$ cat src/rtl/cache_pkg.sv
`default_nettype none
// ============================================================================
//  Module      : cache_pkg
//  Description : Shared types and constants for the cache refill responder.
//                fill_state_t - refill FSM state encoding
//                LINE_WORDS   - default words per cache line
//                WORD_BYTES   - bytes per cache word (16-bit words)
//                OFFSET_BITS  - byte-offset bits inside one line
//  Revision    : 1.0 - initial release
// ============================================================================
package cache_pkg;

    typedef enum logic [0:0] {
        IDLE = 1'b0,
        FILL = 1'b1
    } fill_state_t;

    localparam int LINE_WORDS  = 8;
    localparam int WORD_BYTES  = 2;
    localparam int OFFSET_BITS = $clog2(LINE_WORDS * WORD_BYTES);

endpackage
`default_nettype wire

$ cat src/rtl/cache_fill_fsm.sv
`default_nettype none
// ============================================================================
//  Module      : cache_fill_fsm
//  Description : Cache miss refill responder. On a miss it streams one full
//                line from main memory (one request per cycle), writes every
//                returned word into the cache data array and writes the tag
//                together with the last word. fsm_busy stalls the core.
//  Ports       : clk, rst            - clock, async active-high reset
//                miss_detected       - lookup missed this cycle
//                miss_address        - byte address that missed
//                fsm_busy            - refill in progress (stall)
//                memory_read_en      - issue a memory read this cycle
//                memory_address      - byte address of the issued read
//                memory_data_valid   - memory returns a word (request order)
//                memory_data         - returned word
//                write_data_array    - write cache_wr_data at cache_wr_addr
//                cache_wr_addr       - byte address of the word being filled
//                cache_wr_data       - pass-through of memory_data
//                write_tag_array     - write tag/valid for the line
//  Revision    : 1.0 - initial release
// ============================================================================
module cache_fill_fsm
    import cache_pkg::*;
#(
    parameter int ADDR_W     = 16,
    parameter int LINE_WORDS = cache_pkg::LINE_WORDS,
    parameter int MEM_LAT    = 4
) (
    input  logic              clk,
    input  logic              rst,
    input  logic              miss_detected,
    input  logic [ADDR_W-1:0] miss_address,
    output logic              fsm_busy,
    output logic              memory_read_en,
    output logic [ADDR_W-1:0] memory_address,
    input  logic              memory_data_valid,
    input  logic [15:0]       memory_data,
    output logic              write_data_array,
    output logic [ADDR_W-1:0] cache_wr_addr,
    output logic [15:0]       cache_wr_data,
    output logic              write_tag_array
);

    // Counters carry one extra bit so the issue side can reach LINE_WORDS.
    localparam int                 c_cnt_w    = $clog2(LINE_WORDS) + 1;
    localparam int                 c_off_w    = $clog2(LINE_WORDS * WORD_BYTES);
    localparam logic [ADDR_W-1:0]  c_off_mask = ADDR_W'((1 << c_off_w) - 1);
    localparam logic [c_cnt_w-1:0] c_words    = c_cnt_w'(LINE_WORDS);
    localparam logic [c_cnt_w-1:0] c_last     = c_cnt_w'(LINE_WORDS - 1);

    // Elaboration-time parameter sanity checks.
    if ((LINE_WORDS < 2) || ((LINE_WORDS & (LINE_WORDS - 1)) != 0)) begin : g_bad_line_words
        $error("cache_fill_fsm: LINE_WORDS must be a power of two >= 2");
    end
    if (MEM_LAT < 1) begin : g_bad_mem_lat
        $error("cache_fill_fsm: MEM_LAT must be at least 1");
    end

    fill_state_t        r_state;
    fill_state_t        w_state_nxt;
    logic [c_cnt_w-1:0] r_issue_cnt;
    logic [c_cnt_w-1:0] w_issue_nxt;
    logic [c_cnt_w-1:0] r_rcv_cnt;
    logic [c_cnt_w-1:0] w_rcv_nxt;
    logic [ADDR_W-1:0]  r_line_base;
    logic [ADDR_W-1:0]  w_base_nxt;

    logic [c_cnt_w-1:0] w_issue_idx;
    logic [ADDR_W-1:0]  w_issue_addr;
    logic [ADDR_W-1:0]  w_rcv_addr;
    logic [ADDR_W-1:0]  w_miss_base;

    // Once all requests are out the address parks on the last word instead
    // of running one word past the line.
    assign w_issue_idx  = (r_issue_cnt < c_words) ? r_issue_cnt : c_last;
    assign w_issue_addr = r_line_base + ADDR_W'(WORD_BYTES) * ADDR_W'(w_issue_idx);
    assign w_rcv_addr   = r_line_base + ADDR_W'(WORD_BYTES) * ADDR_W'(r_rcv_cnt);
    assign w_miss_base  = miss_address & ~c_off_mask;

    assign cache_wr_data = memory_data;

    always_ff @(posedge clk or posedge rst) begin
        if (rst) begin
            r_state     <= IDLE;
            r_issue_cnt <= '0;
            r_rcv_cnt   <= '0;
            r_line_base <= '0;
        end else begin
            r_state     <= w_state_nxt;
            r_issue_cnt <= w_issue_nxt;
            r_rcv_cnt   <= w_rcv_nxt;
            r_line_base <= w_base_nxt;
        end
    end

    always_comb begin
        w_state_nxt      = r_state;
        w_issue_nxt      = r_issue_cnt;
        w_rcv_nxt        = r_rcv_cnt;
        w_base_nxt       = r_line_base;
        fsm_busy         = 1'b0;
        memory_read_en   = 1'b0;
        memory_address   = '0;
        write_data_array = 1'b0;
        cache_wr_addr    = '0;
        write_tag_array  = 1'b0;

        unique case (r_state)
            IDLE: begin
                // Stall starts combinationally in the miss cycle itself.
                fsm_busy = miss_detected;
                if (miss_detected) begin
                    w_state_nxt = FILL;
                    w_base_nxt  = w_miss_base;
                    w_issue_nxt = '0;
                    w_rcv_nxt   = '0;
                end
            end

            FILL: begin
                fsm_busy       = 1'b1;
                memory_address = w_issue_addr;
                if (r_issue_cnt < c_words) begin
                    memory_read_en = 1'b1;
                    w_issue_nxt    = r_issue_cnt + c_cnt_w'(1);
                end

                if (memory_data_valid) begin
                    write_data_array = 1'b1;
                    cache_wr_addr    = w_rcv_addr;
                    w_rcv_nxt        = r_rcv_cnt + c_cnt_w'(1);
                    if (r_rcv_cnt == c_last) begin
                        write_tag_array = 1'b1;
                        // A miss presented in the completion cycle chains
                        // straight into the next refill so busy never drops.
                        if (miss_detected) begin
                            w_base_nxt  = w_miss_base;
                            w_issue_nxt = '0;
                            w_rcv_nxt   = '0;
                        end else begin
                            w_state_nxt = IDLE;
                        end
                    end
                end
            end

            default: begin
                w_state_nxt = IDLE;
            end
        endcase
    end

endmodule
`default_nettype wire

$ cat config.mk
export PLATFORM = sky130hd
export DESIGN_NAME = cache_fill_fsm
export DESIGN_NICKNAME = d
export VERILOG_FILES = /design/src/rtl/cache_pkg.sv /design/src/rtl/cache_fill_fsm.sv
export SDC_FILE = /design/constraint.sdc
export NUM_CORES = 1
export LEC_CHECK = 0
export BUFFER_PORTS_ARGS = -buffer_cell sky130_fd_sc_hd__buf_2
export CELL_PAD_IN_SITES_DETAIL_PLACEMENT = 2
export CELL_PAD_IN_SITES_GLOBAL_PLACEMENT = 2
export CORE_MARGIN = 2
export CORE_UTILIZATION = 25
export DETAILED_ROUTE_END_ITERATION = 10
export PLACE_DENSITY = 0.88
export SLEW_MARGIN = 10
export SYNTH_ARGS = -nofsm -noshare
export SYNTH_HDL_FRONTEND = slang
export SYNTH_SLANG_ARGS = --single-unit
$ cat constraint.sdc
create_clock -name clk -period 3.3 [get_ports clk]
set_clock_uncertainty 0.1 [all_clocks]
set_input_delay 0.33 -clock clk [delete_from_list [all_inputs] [get_ports clk]]
set_output_delay 0.33 -clock clk [all_outputs]
set_load 0.05 [all_outputs]
# Word level (Yosys, flattened, before mapping)
# Cells that the tools add are included.
# W data, S select, Z words.
# word_totals
register_bits	25
latch_bits	0
mem_bits_rw	0
mem_bits_ro	0
input_bits	36
output_inout_bits	52
elab_cells	46
memories	0
# op_classes
addsub	4
multipliers	0
n_div	0
order_cmp	1
n_eq_ne	4
n_shift	0
mux	30
n_bitwise	1
reduce_logical	2
# op_table
cell	n
$mux W16	6
$mux W4	9
$add A16 B5 Y16	2
$pmux W16 S2	1
$pmux W4 S2	2
$mux W1	10
$add A4 B1 Y4 const B	2
$eq A4 B3 Y1 const B	1
$lt A4 B4 Y1 const B	1
$ne A2 B2 Y1 const B	2
$pmux W1 S2	2
$reduce_and A2 Y1	2
$ne A2 B1 Y1 const B	1
$not A1 Y1	1

# Depth between registers and ports, before layout
# logic_depth
depth_word	6
depth_mapped	5
ltp_nobuf	4

# Least setup slack after synthesis
# Ideal clock, no wire load.
# synth_timing
path_kind	flip-flop to output port
startpoint	register r_rcv_cnt[3]
endpoint	output port cache_wr_addr[14]
t_arrival_ps	2009
required_time_ps	2870
path_slack_ps	861
path_stages_with_launch	5
n_path_buf	0
cell_sequence	dfrtp_1 -> ha_1 -> nand3_1 -> or4_1 -> a21oi_1
# synth_between
elab_chain_cells	3
# synth_rtl
element	line	text
start, declared	cache_fill_fsm.sv:63	logic [c_cnt_w-1:0] r_rcv_cnt;
start signal, assigned	cache_fill_fsm.sv:91	r_rcv_cnt <= w_rcv_nxt;
$add A16 B5 Y16	cache_fill_fsm.sv:77	assign w_rcv_addr = r_line_base + ADDR_W'(WORD_BYTES) * ADDR_W'(r_rcv_cnt);
$mux W16	cache_fill_fsm.sv:128	if (memory_data_valid) begin
$mux W16	cache_fill_fsm.sv:108	unique case (r_state)
end, declared	cache_fill_fsm.sv:39	output logic [ADDR_W-1:0] cache_wr_addr,
# Every way passes these cells.

# Final worst setup path
# layout_timing
startpoint	register r_rcv_cnt[3]
endpoint	output port cache_wr_addr[11]
# The elaborated chain is that of the path after synthesis.

==> flow_summary.yaml <==
grt:
  grt_first_pass_wirelength_mm: 6.77
  grt_overflow: 0
  grt_max_degree: 22
  grt_pass1_vias: 1353
  antenna_found_initial: 0
  grtUsageTotal: 0.131
critical_path:
  cp.required_ns: 2.87
  endpoint_kind: "output pin"
  crit_start: "r_rcv_cnt[3]"
  critical-path-max-stage-delay_ns: 0.47
  crit_slowest_cell: "or3_2"
  critical-path-top-delay-family: "simple AND/OR/NAND/NOR gates"
  path_class: "flop to output pin"
  path_cells: "ha_1 > nand3_1 > or3_2 > a21oi_1 > buf_2"
  worst-path-buf-inv: 1
  critPathMaxFanout: 7
  arrival_ns: 2.13
  cp-start-kind: "flop"
  r2r_start: "r_rcv_cnt[0]"
timing:
  hold_violations: 0
  fin_ws_ns: 0.738
  rsz0062_at_grt: "no"
  max_slew.worst_pin.slew_ns: 0.862
  finalSetupTns_ns: 0
  setup_violations: 0
  fin_crit_ns: 2.56
  fmax_mhz: 390
  final_max_slew_viol_count: 0
  slew_headroom: 0.425
  hold_slack_ns: 0.138
  fin_crit_sh: 0.776
yosys:
  ys_seq_area_frac: 0.346
  yosys_warnings: 0
  avgSynthCellArea_um2: 9.10
  synthArstFlopShare: 1.00
  yosys_most_used_dff: "dfrtp_1"
  synthesis.instances: 167
  yosysTopAreaCellShare: 0.346
  synth_area_um2: 1520
  synth-seq-cells: 21
  synth_top_area_cell: "dfrtp_1"
  synth.area.top_cells: "dfrtp_1 (35%), buf_4 (9.9%), mux2_2 (8.9%)"
  synth_edf_count: 0
  synth_cell_types: 40
power:
  intPower_mw: 0.787
  ir_drop_v: 0.000318
  power_switching_mw: 1.08
  seq_power_share: 0.304
  swShare: 0.579
  combinationalPowerShare: 0.604
  leakagePower_nw: 0.828
  p_per_area_nw_per_um2: 1080
  finalPower_mw: 1.87
  p_clk_frac: 0.093
status:
  outcome: "completed"
layout:
  n_antenna_cell: 0
  area_growth_pct: 13.9
  drive_gt1_frac: 0.365
  nNetsFinal: 239
  instances_no_fill: 272
  fillCellCount: 716
place:
  routabilityCongestion: 0.815
  dpl.hpwl_mm: 3.26
  port_buffers: 49
  dp_cells: 268
  pre_cts_slack_ns: 1.04
clocking:
  cts_sinks: 21
  ctsResizeCount: 0
  clk_latency_ns: 0.26
  cts_tree: "done"
  clkTransAtPathRegs_ns: 0.08
  cts_setup_buffers: 0
  cts_root_buffer: "clkbuf_8"
  hold_buffers: 0
  cts_buffers: 3
  ctsLongestPathBuffers: 2
  h-tree-depth: 1
drt:
  vias: 1305
  drc_errors: 0
  antenna_left: 0
  dr.pass1.iters: 2
  wl_mm: 4.17
  avgRoutedWirePerCell_um: 15.3
  drt_iter0_drc: 21
  viasPerCell: 4.80
die:
  die_area_um2: 6710
  core_um2: 5890
  num_rows: 28
  dieHeight_um: 81.9
  pin_count: 88
  start_util: 0.258
  die_x_um: 81.9
min_path:
  min_path_type: "primary input to asynchronous set/reset pin"
job:
  maxCapViolations: 0
==> power groups by stage <==
stage          Clock (mW)  Sequential, mW  Combinational [mW]
5_1_grt             0.195           0.594                1.22
4_1_cts             0.186           0.570                1.15
2_1_floorplan           0           0.490                1.01
6_report            0.173           0.567                1.13
3_3_place_gp            0           0.562                1.11
3_5_place_dp            0           0.574                1.14
==> stage by stage <==
stage | utilization | cell area (um2)
floorplan | - | 1520
global placement | 0.286 | 1680
detailed placement | 0.286 | 1680
CTS | 0.294 | 1730
global route | 0.294 | 1730
finish | 0.294 | 1730
==> state kept, by name (all words and copies together), names as in the netlist <==
register     count
r_rcv_cnt        4
r_line_base     12
r_issue_cnt      4
r_state          1
==> synth_stat cells (all sizes together) (3+ instances only) <==
library cell / instances
dfrtp: 21
xor2: 3
o21ai: 8
nand4: 4
o31ai: 3
and3: 4
nand2: 9
buf: 23
or3: 3
nand3: 6
nor2: 12
a21oi: 13
or4: 3
and2: 12
ha: 5
mux2: 12
inv: 8
==> cell families (layout without fill, tap and decap cells) <==
logic type | count (synthesis) | after routing | share of synthesized area
and+or+nand+nor | 61 | 61 | 0.238
buffers and inverters | 33 | 62 | 0.142
AOI/OAI and AO/OA | 29 | 29 | 0.112
DFF | 21 | 21 | 0.346
muxes | 13 | 13 | 0.0956
adders and majority gates | 5 | 5 | 0.0412
xor gates and xnor gates | 4 | 4 | 0.0231
other | 1 | 2 | 0.00247
==> metal layers <==
| metal | share of wire | up-vias | GRT usage |
|---|---|---|---|
| met1 | 0.41 | 647 | 0.155 |
| met4 | 0.0074 | 0 | 0.0250 |
| li1 | - | 622 | - |
| met3 | 0.051 | 4 | 0.0209 |
| met5 | 0 | - | 0 |
| met2 | 0.53 | 32 | 0.249 |
==> final timing paths <==
check                                    end  slack (ns)  cells after the start
hold / removal                r_issue_cnt[1]        0.14                      2
hold reg to reg                 r_rcv_cnt[0]        0.46                      1
setup / recovery           cache_wr_addr[11]        0.74                      5
max in group asynchronous    r_line_base[15]        2.43                      2
min in group clk              r_line_base[7]        0.20                      2
setup reg to reg             r_line_base[15]        1.14                      4
==> placed cells by master (no fill, tap or decap), types with 2 or more instances in the layout <==
cell      Yosys  routed
mux2_2       12      12
dfrtp_1      21      21
or3_1         2       2
xor2_1        3       3
buf_2         1      49
ha_1          5       5
and3_1        4       4
o31ai_1       3       3
o21ai_0       8       8
or4_1         3       3
nand4_1       3       3
inv_1         8       8
clkbuf_8      0       3
nand3_1       6       6
and2_1       11      11
a21oi_1      12      12
conb_1        1       2
nand2_1       9       9
nor2_1       12      12
==> area by class of cell <==
type | instances | area (um2) | share of cell area
clock inverters | 1 | 5.00 | 0.00289
well taps | 75 | 93.8 | 0.0542
repair buffers | 50 | 253 | 0.146
flip-flops and latches | 21 | 526 | 0.304
multi-input cells | 114 | 782 | 0.452
inverters | 8 | 30.0 | 0.0174
clock buffers | 3 | 41.3 | 0.0239
==> worst register-to-register path, stage by stage, from the launching register on <==
cell and delay, ns:
dfrtp_1 0.42, ha_1 0.26, nand4b_2 0.20, a21oi_2 0.64
mux2_2 0.43
Note: power is estimated with default switching activity, not from simulation.
